## src/rtl/ram_1port_arbiter.sv

```systemverilog
// Two-requester round-robin arbiter sharing one single-port RAM.
// Each granted command occupies the RAM bus for exactly one cycle (ISSUE),
// and read data is returned to the issuing requester one cycle later.
module ram_1port_arbiter #(
  parameter int ADDR_WIDTH = 7,
  parameter int DATA_WIDTH = 4
) (
  input  logic                  clk,
  input  logic                  rst,
  input  logic                  req0,
  input  logic                  req1,
  input  logic                  we0,
  input  logic                  we1,
  input  logic [ADDR_WIDTH-1:0] addr0,
  input  logic [ADDR_WIDTH-1:0] addr1,
  input  logic [DATA_WIDTH-1:0] wdata0,
  input  logic [DATA_WIDTH-1:0] wdata1,
  output logic                  ack0,
  output logic                  ack1,
  output logic                  rvalid0,
  output logic                  rvalid1,
  output logic [DATA_WIDTH-1:0] rdata0,
  output logic [DATA_WIDTH-1:0] rdata1,
  output logic                  busy,
  output logic                  ram_enb,
  output logic [ADDR_WIDTH-1:0] ram_addr,
  output logic [DATA_WIDTH-1:0] ram_wdata,
  input  logic [DATA_WIDTH-1:0] ram_rdata
);

  typedef enum logic {
    IDLE  = 1'b0,
    ISSUE = 1'b1
  } state_t;

  state_t                state_q, state_d;
  logic                  last_q, last_d;
  logic                  ram_enb_q, ram_enb_d;
  logic [ADDR_WIDTH-1:0] ram_addr_q, ram_addr_d;
  logic [DATA_WIDTH-1:0] ram_wdata_q, ram_wdata_d;
  logic                  busy_q, busy_d;
  logic                  ack0_q, ack0_d;
  logic                  ack1_q, ack1_d;
  logic                  rvalid0_q, rvalid0_d;
  logic                  rvalid1_q, rvalid1_d;
  logic [DATA_WIDTH-1:0] rdata0_q, rdata0_d;
  logic [DATA_WIDTH-1:0] rdata1_q, rdata1_d;
  logic                  rd_pend_q, rd_pend_d;
  logic                  rd_id_q, rd_id_d;
  logic                  winner;

  // Next-state logic: arbitrate in IDLE, retire the bus command and capture read data in ISSUE.
  always_comb begin
    state_d     = state_q;
    last_d      = last_q;
    ram_enb_d   = 1'b0;
    ram_addr_d  = ram_addr_q;
    ram_wdata_d = ram_wdata_q;
    busy_d      = 1'b0;
    ack0_d      = 1'b0;
    ack1_d      = 1'b0;
    rvalid0_d   = 1'b0;
    rvalid1_d   = 1'b0;
    rdata0_d    = rdata0_q;
    rdata1_d    = rdata1_q;
    rd_pend_d   = rd_pend_q;
    rd_id_d     = rd_id_q;
    winner      = 1'b0;

    case (state_q)
      IDLE: begin
        if (req0 || req1) begin
          // On contention the requester that was not served last wins.
          winner      = (req0 && req1) ? ~last_q : req1;
          ram_addr_d  = winner ? addr1  : addr0;
          ram_wdata_d = winner ? wdata1 : wdata0;
          ram_enb_d   = winner ? we1    : we0;
          rd_pend_d   = winner ? ~we1   : ~we0;
          rd_id_d     = winner;
          ack0_d      = ~winner;
          ack1_d      = winner;
          busy_d      = 1'b1;
          last_d      = winner;
          state_d     = ISSUE;
        end
      end
      ISSUE: begin
        // The RAM refreshed ram_rdata on the falling edge inside this cycle.
        if (rd_pend_q) begin
          if (rd_id_q) begin
            rvalid1_d = 1'b1;
            rdata1_d  = ram_rdata;
          end else begin
            rvalid0_d = 1'b1;
            rdata0_d  = ram_rdata;
          end
        end
        rd_pend_d = 1'b0;
        state_d   = IDLE;
      end
      default: begin
        state_d = IDLE;
      end
    endcase
  end

  // State and output registers with synchronous reset; a pending read return is dropped on reset.
  always_ff @(posedge clk) begin
    if (rst) begin
      state_q     <= IDLE;
      last_q      <= 1'b1;
      ram_enb_q   <= 1'b0;
      ram_addr_q  <= '0;
      ram_wdata_q <= '0;
      busy_q      <= 1'b0;
      ack0_q      <= 1'b0;
      ack1_q      <= 1'b0;
      rvalid0_q   <= 1'b0;
      rvalid1_q   <= 1'b0;
      rdata0_q    <= '0;
      rdata1_q    <= '0;
      rd_pend_q   <= 1'b0;
      rd_id_q     <= 1'b0;
    end else begin
      state_q     <= state_d;
      last_q      <= last_d;
      ram_enb_q   <= ram_enb_d;
      ram_addr_q  <= ram_addr_d;
      ram_wdata_q <= ram_wdata_d;
      busy_q      <= busy_d;
      ack0_q      <= ack0_d;
      ack1_q      <= ack1_d;
      rvalid0_q   <= rvalid0_d;
      rvalid1_q   <= rvalid1_d;
      rdata0_q    <= rdata0_d;
      rdata1_q    <= rdata1_d;
      rd_pend_q   <= rd_pend_d;
      rd_id_q     <= rd_id_d;
    end
  end

  assign ack0      = ack0_q;
  assign ack1      = ack1_q;
  assign rvalid0   = rvalid0_q;
  assign rvalid1   = rvalid1_q;
  assign rdata0    = rdata0_q;
  assign rdata1    = rdata1_q;
  assign busy      = busy_q;
  assign ram_enb   = ram_enb_q;
  assign ram_addr  = ram_addr_q;
  assign ram_wdata = ram_wdata_q;

endmodule

```

## config.mk

```make
export PLATFORM = sky130hd
export DESIGN_NAME = ram_1port_arbiter
export DESIGN_NICKNAME = d
export VERILOG_FILES = /design/src/rtl/ram_1port_arbiter.sv
export SDC_FILE = /design/constraint.sdc
export NUM_CORES = 1
export LEC_CHECK = 0
export ABC_AREA = 1
export ABC_CLOCK_PERIOD_IN_PS = 3000
export CAP_MARGIN = 5
export CORE_MARGIN = 3
export CORE_UTILIZATION = 44
export CTS_CLUSTER_DIAMETER = 30
export DETAILED_ROUTE_END_ITERATION = 7
export GPL_TIMING_DRIVEN = 0
export HOLD_SLACK_MARGIN = 0.06
export MAX_ROUTING_LAYER = met4
export PLACE_DENSITY = 0.9
export REMOVE_ABC_BUFFERS = 1
export SLEW_MARGIN = 20
export SYNTH_ARGS = -nofsm -noshare
export SYNTH_HDL_FRONTEND = slang
export SYNTH_SLANG_ARGS = --single-unit
export TNS_END_PERCENT = 5
```

## constraint.sdc

```tcl
create_clock -name clk -period 3 [get_ports clk]
set_clock_uncertainty 0.05 [all_clocks]
set_input_delay 0.6 -clock clk [delete_from_list [all_inputs] [get_ports clk]]
set_output_delay 0.6 -clock clk [all_outputs]
set_load 0.005 [all_outputs]
```

# After elaboration in Yosys (flattened, before gate mapping)
# Cells that the tools add are included.
# classes
eq_ne	1
muxes	11
bitwise_logic	8
reduce_logical	8
# ops
cell	count
$not 1->1	8
$mux 1	7
$mux 7	1
$reduce_and 3->1	2
$reduce_or 3->1	2
$mux 4	1
$pmux 1 s2	2
$ne 2x2->1 const B	1
$reduce_and 2->1	1
$reduce_or 2->1	1
$logic_and 1x1->1	1
$logic_or 1x1->1	1
# word_totals
register_bits	29
out_inout_bits	25

# Logic depth before layout (Yosys ltp)
# logic_depth
depth_word	5
ltp_mapped	7
mapped_depth_nobuf	5

# Worst setup path after synthesis
# No wires, ideal clock.
# synth_timing
path_type	input -> register
start	input port req1
end	register ram_wdata_q[0], in the netlist ram_wdata[0]
setup_ps	112
arrival_time_ps	1229
required_time_ps	2838
setup_slack_ps	1610
cell_stages	7
n_path_buf	2
path_cell_list	buf_2 -> nor2_2 -> nor2_1 -> buf_4 -> nand2_1 -> nor2_1 -> nor2_1
# synth_between
elab_chain_len	3
word_cells_on_any_way	5
cone_classes	2 x mux; 3 x reduce/logical
# synth_rtl
element	line	source
from (decl)	11	input logic req1,
$logic_and 1x1->1	74	winner = (req0 && req1) ? ~last_q : req1;
$mux 1	74	
$mux 4	76	ram_wdata_d = winner ? wdata1 : wdata0;
to (signal assigned)	129	ram_wdata_q <= ram_wdata_d;
to (decl)	40	logic [DATA_WIDTH-1:0] ram_wdata_q, ram_wdata_d;
# Several ways; a longest one is shown, not always the timed one.
# A chain may end at the register's enable or synchronous reset.

# Worst setup path in the final report
# layout_timing
start	input port req1
end	register ram_wdata_q[3], in the netlist ram_wdata[3]
# The elaborated chain is that of the path after synthesis.

==> metrics.log <==
INFO  metric routed-via-count = 1,242
INFO  metric rows = 18
INFO  metric critPathLaunchType = primary input
INFO  metric combPwrFrac = 23.3%
INFO  metric insertion_delay = roughly 310 ps
INFO  metric syn_inst = between 150 and 200
INFO  metric critical_path_type = primary input to flip-flop
INFO  metric post_cts_resized = 0
INFO  metric finalWeightedCongestion = roughly 0.8
INFO  metric nNetsFinal = 265
INFO  metric mappedNetlistArea = 0.001247 mm^2
INFO  metric async_flop_share = 0%
INFO  metric synth_top_cells_by_area = dfxtp_1 (45%), nand2_1 (15%), nor2_1 (11%)
INFO  metric grt_start_max_net_pins = 28
INFO  metric part_of_the_total_power_dissipated_in_sequential_elements = between 50% and 60%
INFO  metric min_path_type = flip-flop to flip-flop
INFO  metric routed_wl = 2743 um
INFO  metric chipWidth = between 50 and 60 um
INFO  metric grt_setup_unrepaired = false
INFO  metric whs_path_depth = 2
INFO  metric io_buffers = 56
INFO  metric yosys_register_bits = 28
INFO  metric timing.critical_path.max_delay_family = buffers and inverters
INFO  metric yosysMostFrequentCell = nand2_1
INFO  metric syn_to_final_growth = 46.34%
INFO  metric clkPwrFrac = between 20% and 30%
INFO  metric sw_frac_of_total = 25.35%
INFO  metric p_per_area = 418.2 mW/mm^2
INFO  metric leakagePower = roughly 0.79 nW
INFO  metric grt_pass1_vias = 1,127
INFO  metric synth_area_per_cell = a little under 7 um^2
INFO  metric synth_sequential_area_ratio = 44.93%
INFO  metric initial_core_util = 48.16%
INFO  metric detailedRoute.firstPassIterationCount = 4
INFO  metric synth_commonest_cells = nand2_1 (49), nor2_1 (37), dfxtp_1 (28)
INFO  metric worstPathRequired = 3180 ps
INFO  metric core_region_area = 0.002590 mm^2
INFO  metric cts_buffer_depth = 2
INFO  metric outcome = finished clean
INFO  metric netlist.area_leader.share = 44.93%
INFO  metric ys.flop_type = dfxtp_1
INFO  metric dieArea = about 0.0035 mm^2
INFO  metric crit_arrival = approximately 2700 ps
INFO  metric cts_htree_levels = 1
INFO  metric critical_path.n_buffers_inverters = 1
INFO  metric cts_tree = built
INFO  metric post_drt_wl_per_cell = 10.47 um
INFO  metric postLayoutCoreUtil = 70.48%
INFO  metric ctsRootBufferMaster = clkbuf_4
INFO  metric p_sw = 0.0001935 W
INFO  metric critPathMostFrequentCell = nor2_1
INFO  metric ir_worst_vdd = around 0.26 mV
INFO  metric clock.fmax = slightly above 0.4 GHz
INFO  metric track_usage = between 15 and 20%
INFO  metric post-route-min-period = ~2500 ps
INFO  metric wire_length_of_the_first_global_routing_pass = 4471 um
INFO  metric crit_path_max_incr_delay = 1070 ps
INFO  metric post_cts_buffers = 0
INFO  metric antenna_found_initial = 0
INFO  metric floorplan.io_pins = 57
INFO  metric tightest_slew_margin_relative_to_the_limit = 39.19%
INFO  metric die_height = 59.25 um
INFO  metric finalSetupViolations = 0
INFO  metric timing.final.hold_violations = 0
INFO  metric synth_top_cell_by_area = dfxtp_1
INFO  metric dr.first_iter.drc_count = 6
INFO  metric timing.final.max_slew_violations = 0
INFO  metric drc_errors = 0
INFO  metric crit_fanout = 27
INFO  metric post-route-period-util = ~83%
INFO  metric placedInstanceArea = 0.001789 mm^2
INFO  metric n_diodes = 0
INFO  metric stdcell_area = 0.001826 mm^2
INFO  metric vias_per_instance = 4.740
INFO  metric critPathCaptureType = flip-flop
INFO  metric max_cap_viol_count = 0
INFO  metric crit_slowest_cell = clkdlybuf4s50_1
INFO  metric cts-buffers-inserted = 3
INFO  metric numClockSinks = 28
INFO  metric worst-r2r-cell-count = 4
INFO  metric clkSlewWorstSetupHoldPaths = 140 ps
INFO  metric critical_path.cell_chain = clkdlybuf4s50_1 -> nor2_2 -> nor2_1 -> nand2_1 -> nor2_1 -> nor2_1
INFO  metric cell_internal_pwr = 0.0005698 W
INFO  metric detailedPlacementHpwl = ~2100 um
INFO  metric final_layout_size_suffix_gt1_share = 3.448%
INFO  metric max_slew.worst_pin.slew = a little over 900 ps
INFO  metric synth_cell_types = 18
INFO  metric globalRoute.totalOverflow = 0
INFO  metric critical_path_depth = 6
INFO  metric ys_warn_count = 0
INFO  metric detail-route-antenna-nets = 0
INFO  metric cts_hold_bufs = 0
INFO  metric synth_enable_flop_cells = 0
INFO  metric setup_tns = 0 ps
## layout by cell type (no fill, tap or decap)
cell / synthesis / layout
nand2_2: 1 / 1
nand2_1: 49 / 49
nand4_1: 1 / 1
nor2_2: 1 / 1
a21boi_1: 7 / 7
nor2_1: 37 / 37
o21ai_2: 1 / 1
a21boi_0: 4 / 4
nand3_1: 15 / 15
clkdlybuf4s50_1: 0 / 56
a21oi_1: 6 / 6
clkbuf_4: 0 / 3
inv_1: 16 / 16
o21ai_0: 4 / 4
clkbuf_8: 0 / 1
dfxtp_1: 28 / 28
a21oi_2: 1 / 1
clkinv_1: 1 / 1
## flip-flops by register name, indices dropped and copies added, names as in the netlist, 4 cells and up
signal and count:
ram_wdata 4, ram_addr 7, rdata1 4, rdata0 4
## metal layers
layer	track usage (%)	wire [um]	part of all wire, %
met1	18.23	1204	44
met5	-	0	0
met4	5.502	15	0.55
met2	30.11	1300	47
met3	4.139	221	8.1
## layout make-up
| type | count | area, um^2 |
|---|---|---|
| Multi-Input combinational cell | 127 | 566.8 |
| Clock buffer | 4 | 36.28 |
| Tap cell | 30 | 37.54 |
| Fill cell | 218 | 764.5 |
| Timing Repair Buffer | 56 | 560.5 |
| Inverter | 17 | 63.81 |
| Sequential cell | 28 | 560.5 |
## power groups by stage
stage | logic (W) | clock network (W) | registers, W
detailed placement | 0.000179 | 0 | 0.000418
CTS | 0.000180 | 0.000181 | 0.000410
floorplan | 0.0000734 | 0 | 0.000418
finish | 0.000178 | 0.000176 | 0.000410
global placement | 0.000176 | 0 | 0.000416
global route | 0.000199 | 0.000198 | 0.000414
## tightest hold or removal path, delay by kind of cell, from the launching register on
family,cells,cell delay (ps)
simple gates,1,60
flops,1,330
compound gates,1,60
## logic make-up (layout without fill, tap and decap cells)
family          after synthesis  after routing  share of synthesized area, %
flops                        28             28                         44.93
simple gates                104            104                         33.40
buf+inv                      26             77                         9.628
compound gates               23             23                         12.04
## through the flow
| step | hold WS, ps | std cells | total power [W] | setup slack, ps |
|---|---|---|---|---|
| after floorplan | 398.5 | 172 | 0.0004919 | 1621 |
| after global placement | 402.1 | 258 | 0.0005924 | 173.6 |
| after global routing | 455.5 | 262 | 0.0008112 | 308.1 |
| after detailed placement | 406.4 | 258 | 0.0005972 | 151.5 |
| after CTS | 426.4 | 262 | 0.0007704 | 502.6 |
| final | 425.6 | 262 | 0.0007634 | 518.2 |
## final timing paths
| kind | start | slack (ps) | end |
|---|---|---|---|
| worst max-delay path | req1 | 520 | ram_wdata[3] |
| worst min-delay path | rdata1[3] | 430 | rdata1[3] |
| worst max register to register | state_q | 1610 | ram_wdata[3] |
| worst min register to register | rdata1[3] | 430 | rdata1[3] |
Note: power is estimated with default switching activity, not from simulation.
